<file path="config.mk">
export PLATFORM = sky130hd
export DESIGN_NAME = l2_writeback_buffer
export DESIGN_NICKNAME = d
export VERILOG_FILES = /design/src/rtl/l2_writeback_buffer.sv
export SDC_FILE = /design/constraint.sdc
export NUM_CORES = 2
export LEC_CHECK = 0
export CAP_MARGIN = 20
export CORE_AREA = 3 3 341 343
export CTS_BUF_LIST = sky130_fd_sc_hd__clkbuf_16
export DETAILED_ROUTE_END_ITERATION = 6
export DIE_AREA = 0 0 344 346
export DONT_BUFFER_PORTS = 1
export PLACE_DENSITY = 0.51
export SLEW_MARGIN = 5
export SYNTH_ARGS = -nofsm -noshare
export SYNTH_HDL_FRONTEND = slang
export SYNTH_SLANG_ARGS = --single-unit
</file>
<file path="constraint.sdc">
create_clock -name clk -period 6.7 [get_ports clk]
set_input_delay 1.005 -clock clk [delete_from_list [all_inputs] [get_ports clk]]
set_output_delay 1.005 -clock clk [all_outputs]
set_load 0.01 [all_outputs]
</file>
<file path="src/rtl/l2_writeback_buffer.sv">
// l2_writeback_buffer: victim write-back FIFO between the L2 data array and
// physical memory. Dirty lines are queued, drained in order over the pmem
// handshake, and snooped by L2 miss lookups so a refill never reads stale memory.
module l2_writeback_buffer #(
  parameter int DEPTH = 2,
  parameter int WIDTH = 256,
  parameter int AW    = 32
) (
  input  logic             clk,
  input  logic             rst_n,
  input  logic             wb_valid,
  input  logic [AW-1:0]    wb_addr,
  input  logic [WIDTH-1:0] wb_data,
  output logic             wb_ready,
  output logic             pmem_write,
  output logic [AW-1:0]    pmem_address,
  output logic [WIDTH-1:0] pmem_wdata,
  input  logic             pmem_resp,
  input  logic [AW-1:0]    snoop_addr,
  output logic             snoop_hit,
  output logic [WIDTH-1:0] snoop_data,
  output logic             empty,
  output logic             full
);

  localparam int PW = (DEPTH > 1) ? $clog2(DEPTH) : 1;
  localparam int TW = AW - 5;
  localparam logic [PW:0] FULL_CNT = (PW+1)'(DEPTH);

  typedef struct packed {
    logic             vld;
    logic [TW-1:0]    tag;
    logic [WIDTH-1:0] data;
  } entry_t;

  typedef enum logic {IDLE, WRITE} state_t;

  entry_t        ent [DEPTH];
  logic [PW-1:0] head, tail;
  logic [PW:0]   count;
  state_t        state, state_nxt;
  logic          push, pop;

  // Line offset bits carry no information for a line-granular buffer.
  logic unused_offs;
  assign unused_offs = ^{wb_addr[4:0], snoop_addr[4:0]};

  // Acceptance depends on occupancy only, so a same-cycle pop never opens a slot.
  assign wb_ready = (count != FULL_CNT);
  assign full     = (count == FULL_CNT);
  assign empty    = (count == '0);
  assign push     = wb_valid & wb_ready;
  assign pop      = (state == WRITE) & pmem_resp;

  // Entry storage: push fills the tail slot, pop invalidates the head slot.
  always_ff @(posedge clk or negedge rst_n) begin
    if (!rst_n) begin
      for (int i = 0; i < DEPTH; i++) ent[i] <= '0;
    end else begin
      for (int i = 0; i < DEPTH; i++) begin
        if (push && tail == PW'(i)) begin
          ent[i].vld  <= 1'b1;
          ent[i].tag  <= wb_addr[AW-1:5];
          ent[i].data <= wb_data;
        end else if (pop && head == PW'(i)) begin
          ent[i].vld  <= 1'b0;
        end
      end
    end
  end

  // Circular pointers and occupancy counter.
  always_ff @(posedge clk or negedge rst_n) begin
    if (!rst_n) begin
      head  <= '0;
      tail  <= '0;
      count <= '0;
    end else begin
      if (push) tail <= tail + 1'b1;
      if (pop)  head <= head + 1'b1;
      case ({push, pop})
        2'b10:   count <= count + 1'b1;
        2'b01:   count <= count - 1'b1;
        default: count <= count;
      endcase
    end
  end

  // Drain FSM state register; reset drops an in-flight write immediately.
  always_ff @(posedge clk or negedge rst_n) begin
    if (!rst_n) state <= IDLE;
    else        state <= state_nxt;
  end

  // Drain FSM next state and pmem outputs; returning to IDLE forces one bubble.
  always_comb begin
    state_nxt    = state;
    pmem_write   = 1'b0;
    pmem_address = '0;
    pmem_wdata   = '0;
    case (state)
      IDLE: begin
        if (count != '0) state_nxt = WRITE;
      end
      WRITE: begin
        pmem_write   = 1'b1;
        pmem_address = {ent[head].tag, 5'b0};
        pmem_wdata   = ent[head].data;
        if (pmem_resp) state_nxt = IDLE;
      end
      default: state_nxt = IDLE;
    endcase
  end

  // Snoop: walk oldest to newest so the last match (newest line) wins.
  always_comb begin
    logic [PW-1:0] idx;
    snoop_hit  = 1'b0;
    snoop_data = '0;
    idx        = '0;
    for (int i = 0; i < DEPTH; i++) begin
      idx = head + PW'(i);
      if (ent[idx].vld && ent[idx].tag == snoop_addr[AW-1:5]) begin
        snoop_hit  = 1'b1;
        snoop_data = ent[idx].data;
      end
    end
  end

endmodule

</file>
=== Word-level counts from Yosys, hierarchy flattened ===
Cells that the tools add are included.

* Register bits: 573
* Input bits: 324
* Output and inout port bits: 549
* Word-level logic and storage cells: 61

* $add $sub $neg: 4
* $lt $le $gt $ge: 2
* Equality and inequality tests: 6
* Multiplexer cells: 21
* Bitwise logic cells: 7
* Reduce and logical (&&, ||, !) cells: 11

{| class="wikitable"
|+ Operators by type and width
! kind !! count
|-
| 2-to-1 mux 284 bit || 6
|-
| 2-to-1 mux 256 bit || 3
|-
| == test 27 bit || 2
|-
| 2-to-1 mux 32 bit || 1
|-
| 2-to-1 mux 1 bit || 9
|-
| nonzero test 2 bit || 4
|-
| logical AND 1 bit || 6
|-
| == test 2 bit, second input constant || 2
|-
| greater-or-equal comparator 2 bit, second input constant || 2
|-
| inverter 1 -> 2 bit || 2
|-
| case mux 2 bit (2 select lines) || 1
|-
| inverter 1 bit || 3
|-
| adder 1 bit, second input constant || 2
|-
| adder 2 x 1 -> 2 bit, second input constant || 1
|-
| bitwise AND 1 bit || 2
|-
| == test 2 x 1 -> 1 bit, second input constant || 1
|-
| zero test 2 bit || 1
|-
| inequality test 2 bit, second input constant || 1
|-
| case mux 1 bit (2 select lines) || 1
|-
| subtractor 2 x 1 -> 2 bit, second input constant || 1
|}

=== Logic depth before layout (Yosys ltp) ===
* Word-level depth: 8
* Mapped depth: 13
* Depth with buffers taken out: 6

=== Least setup slack after synthesis ===
Ideal clock, no wire load.

* Kind: input -> output
* Start point: in snoop_addr[27]
* End point: out snoop_data[254]
* Arrival time: 2974 ps
* Data required time: 5695 ps
* Slack: 2721 ps
* Cell stages on the path: 8
* Path buffers: 3
* Cell sequence: xnor2_1 -> or4_1 -> or4_1 -> buf_2 -> buf_6 -> buf_2 -> o2111ai_1 -> o2111ai_1

* Cells in the longest elaborated chain, start to end: 4
* Elaborated cells on any way between the ends: 6
* Classes of those cells: eq/ne (2); mux (2); reduce/logical (2)

{| class="wikitable"
|+ Ends and longest elaborated chain
! element !! line !! source
|-
| start, declared || 19 || <nowiki>input logic [AW-1:0] snoop_addr,</nowiki>
|-
| == test 27 bit || 123 || <nowiki>if (ent[idx].vld && ent[idx].tag == snoop_addr[AW-1:5]) begin</nowiki>
|-
| logical AND 1 bit || 123 ||
|-
| 2-to-1 mux 256 bit || 123 ||
|-
| 2-to-1 mux 256 bit * || 123 ||
|-
| end, declared || 21 || <nowiki>output logic [WIDTH-1:0] snoop_data,</nowiki>
|}

Every way passes the cells marked *; elsewhere a longest branch is shown, timed or not.

=== Worst setup path in the final report ===
* Start point: reg head
* End point: out snoop_data[83]

* Cells in the longest elaborated chain, start to end: 8
* Elaborated cells on any way between the ends: 15
* Classes of those cells: add/sub (1); eq/ne (2); mux (8); bitwise (2); reduce/logical (2)

{| class="wikitable"
|+ Ends and longest elaborated chain
! element !! line !! source
|-
| start, declared || 39 || <nowiki>logic [PW-1:0] head, tail;</nowiki>
|-
| start signal, assigned || 80 || <nowiki>if (pop) head <= head + 1'b1;</nowiki>
|-
| adder 1 bit / inverter 1 -> 2 bit (equally long branches) || 122, 123, 125 ||
|-
| inverter 1 -> 2 bit (not written as such) / 2-to-1 mux 284 bit (equally long branches) || 123, 125 ||
|-
| 2-to-1 mux 284 bit (not written as such) || 125 || <nowiki>snoop_data = ent[idx].data;</nowiki>
|-
| 2-to-1 mux 284 bit, on equally long branches || 123, 125 ||
|-
| 2-to-1 mux 284 bit (not written as such) / == test 27 bit (equally long branches) || 123 ||
|-
| == test 27 bit / logical AND 1 bit (equally long branches) || 123 ||
|-
| logical AND 1 bit / 2-to-1 mux 256 bit (equally long branches) || 123 ||
|-
| 2-to-1 mux 256 bit * || 123 ||
|}

Every way passes the cells marked *; elsewhere a longest branch is shown, timed or not. The select of a mux whose other input is x is not followed.

==> summary.md <==
| Metric | Value |
|---|---|
| Status | `finished with violations` |
| Failing checks | `max-slew violations` |
| Crit-path leading delay family | `buffers and inverters` |
| Final setup violation count | `0` |
| DRT antenna net count | `0` |
| Nets | `approximately 3800` |
| GRT Resource Usage Total | `23.6%` |
| Actual slew at the worst max-slew pin | `2.02 ns` |
| Finished Cell Area | `43800 sq um` |
| Worst EP arrival | `between 5 and 6 ns` |
| Area growth syn-to-layout | `10.4%` |
| Post-synthesis cell area | `39700 sq um` |
| CTS clk-pin slew, worst paths | `~0.060 ns` |
| Largest family of logic cells by synthesized area | `compound AO/OA/AOI/OAI gates` |
| Max stage delay on crit path | `0.99 ns` |
| Max-cap viol count | `0` |
| Cells along the critical path | `buf_4 -> mux2i_1 -> xor2_1 -> nand4_1 -> nor4_4 -> buf_4 -> buf_12 -> buf_4 -> a41oi_1 -> a22oi_1 -> buf_4` |
| Worst setup margin | `0.620 ns` |
| DRC errors left | `0` |
| Crit. End Element | `output port` |
| CP most frequent cell | `buf_4` |
| Wire per inst | `between 20 and 30 microns` |
| DR pass1 iterations | `5` |
| Layout cells sized above 1 | `25.6%` |
| Sequential area share after synthesis | `between 30% and 40%` |
| Synth Area in Adders | `0.0315%` |
| Register area | `14300 sq um` |
| # rows | `124` |
| Crit share post-route | `90.7%` |
| Cells after Synth | `3715` |
| First-pass GRT wire length | `222000 microns` |
| Layout Skew | `0.0330 ns` |
| Post-layout minimum cycle time | `6.08 ns` |
| CP startpoint kind | `register` |
| Synth Area in Compound Gates | `27.5%` |
| Starting DRT DRC Count | `2710` |
| Post-synthesis xor/xnor area fraction | `1.35%` |
| Syn Area/Cell | `10.7 sq um` |
| Max Freq | `0.164 GHz` |
| Root Buffer | `clkbuf_16` |
| Multi-input combinational cell area | `~23000 sq um` |
| CP Buf/Inv Count | `5` |
| CP Class | `reg -> out` |
| Die Wd | `~340 microns` |
| Most common cell after layout, fill and taps aside | `dfrtp_1` |
| DPL Wire Length | `between 90000 and 100000 microns` |
| Initial antenna violation count | `13` |
| CTS buffer count | `75` |
| HP Class | `in -> async` |
| # port buffers | `0` |
| Post-DP Area | `41400 sq um` |
| Post-CTS setup buffers | `0` |
| Final wirelength | `approximately 150000 microns` |
| Setup TNS | `0 ns` |
| Vias per inst | `6.84` |
| PD cells | `around 520 nW/um^2` |
| Hold Fails Final Rpt | `0` |
| DP Worst Slack | `~1.3 ns` |
| Post-synth cell types | `36` |
| Vias | `34300` |
| H-tree Lvls | `3` |
| CTS tree | `done` |
| Post-synthesis register bit count | `573` |
| FFs w/ async S/R, synth | `100%` |
| Most frequent cells in the layout | `dfrtp_1, mux2_2, o2111ai_1` |
| Die Area | `119000 sq um` |
| Mux share of post-synthesis cell area | `23.8%` |
| Final Util | `between 30% and 40%` |
| Crit-path max FO | `61` |
| Slowest cell on crit path | `dfrtp_4` |
| Synth top area cells | `dfrtp_1, mux2_2, o2111ai_1` |
| I/O pin total | `just under 900` |
| Critical path data required time | `5.69 ns` |
| Clock Latency Late Sink | `0.65 ns` |
| Post-synthesis simple-gate area fraction | `5.16%` |
| Vias in the first global route | `32500` |
| Area share of the largest cell type after synthesis | `36.1%` |
| Clk buf depth | `3` |
| Initial core utilization | `34.8%` |
| Largest net degree at the start of global routing | `572` |
| Post-synth EDFFs | `0` |
| GP Congestion | `0.812` |
| Synth area leader | `dfrtp_1` |
| Max-slew headroom | `-34.5%` |
| Peak VDD IR | `0.000330 V` |
| Synth warn | `0` |
| # fillers | `11200` |
| Predominant post-synthesis flop cell | `dfrtp_1` |
| Grt ovf | `0` |
| Clk sinks | `approximately 570` |
| Fin. max-slew vios | `around 350` |
| RSZ-0062 raised after global routing | `no` |
| Core ar. | `roughly 110000 sq um` |
| Die Ht | `about 350 microns` |
| LEAKAGE | `15.8 nW` |
[routing by layer]
layer | up-vias | share of wire (%) | GRT usage, %
met4 | 6 | 3.3 | 8.04
met3 | 223 | 9.8 | 7.99
li1 | 14900 | - | -
met2 | 1468 | 47 | 38.2
met1 | 17800 | 40 | 29.3
met5 | - | 0.026 | 0
[path summary, 6_finish.rpt]
check / from / end / slack (ns) / depth (start not counted)
max reg2reg: count[0] / ent[421] / 3.54 / 5
min: rst_n / ent[478] / 0.09 / 0
max: head / snoop_data[83] / 0.62 / 11
max in group asynchronous: rst_n / ent[345] / 5.04 / 0
min reg2reg: ent[277] / ent[277] / 0.53 / 1
min in group clk: wb_data[98] / ent[98] / 0.50 / 1
[stage by stage]
stage                     power [mW]  instances  hold slack [ns]
final                           22.9       5020           0.0867
after global routing            24.2       5010           0.0212
after CTS                       23.0       4998          0.00811
after detailed placement        18.9       4862            0.516
after global placement          18.8       4862            0.510
after floorplan                 15.2       3719            0.484
[cell type report]
| type | count | area share, % |
|---|---|---|
| Multi-Input combinational cell | 2554 | 52.6 |
| Sequential cell | 573 | 32.7 |
| Timing Repair Buffer | 220 | 4.80 |
| Clock buffer | 79 | 4.51 |
| Tap cell | 1512 | 4.32 |
| Clock inverter | 56 | 0.848 |
| Antenna cell | 22 | 0.126 |
| Inverter | 4 | 0.0514 |
[report_power, final]
part | switching [mW] | leakage [nW] | internal (mW) | total (mW)
Clock | 1.67 | 1.23 | 2.27 | 3.95
Sequential | 1.85 | 6.74 | 5.27 | 7.12
Combinational | 6.81 | 7.83 | 5.00 | 11.8
[flip-flops by register name (all words and copies together), names as in the netlist]
signal  flops
ent       568
count       2
tail        1
head        1
state       1
[cell families (layout without fill, tap and decap cells)]
family                     Yosys count  after routing
adders and majority gates            1              1
muxes                              874            874
buffers and inverters              592            359
other                                1             27
and+or+nand+nor                    328            328
xor gates and xnor gates            61             61
DFF                                573            573
AOI/OAI and AO/OA                 1285           1285
[cell usage after synthesis, drive strengths merged (2+ instances only)]
cell type    n
nand2b       2
or4b         2
mux2       566
nand4        8
xor2        37
nand2        7
clkbuf     479
dfrtp      573
nor3         2
a22oi      255
nor2         5
o21ai        4
a41oi      510
buf        109
xnor2       24
o32ai        2
or4          4
o2111ai    512
nand3        4
mux2i      308
inv          4
nor4         8
nor2b      282
and2         2
[repair_timing]
action,4_1_cts,5_1_grt
resized for setup,0,0
hold endpoints to repair,3,0
hold buffers,1,0
[worst register-to-register path, delay by kind of cell (launching register included)]
family,cells,cell delay (ns)
AND/OR/NAND/NOR,3,1.22
buffers and inverters,1,0.62
multiplexers,1,0.77
flip-flops,1,0.43
No activity file was read; power rests on OpenSTA's default activity.
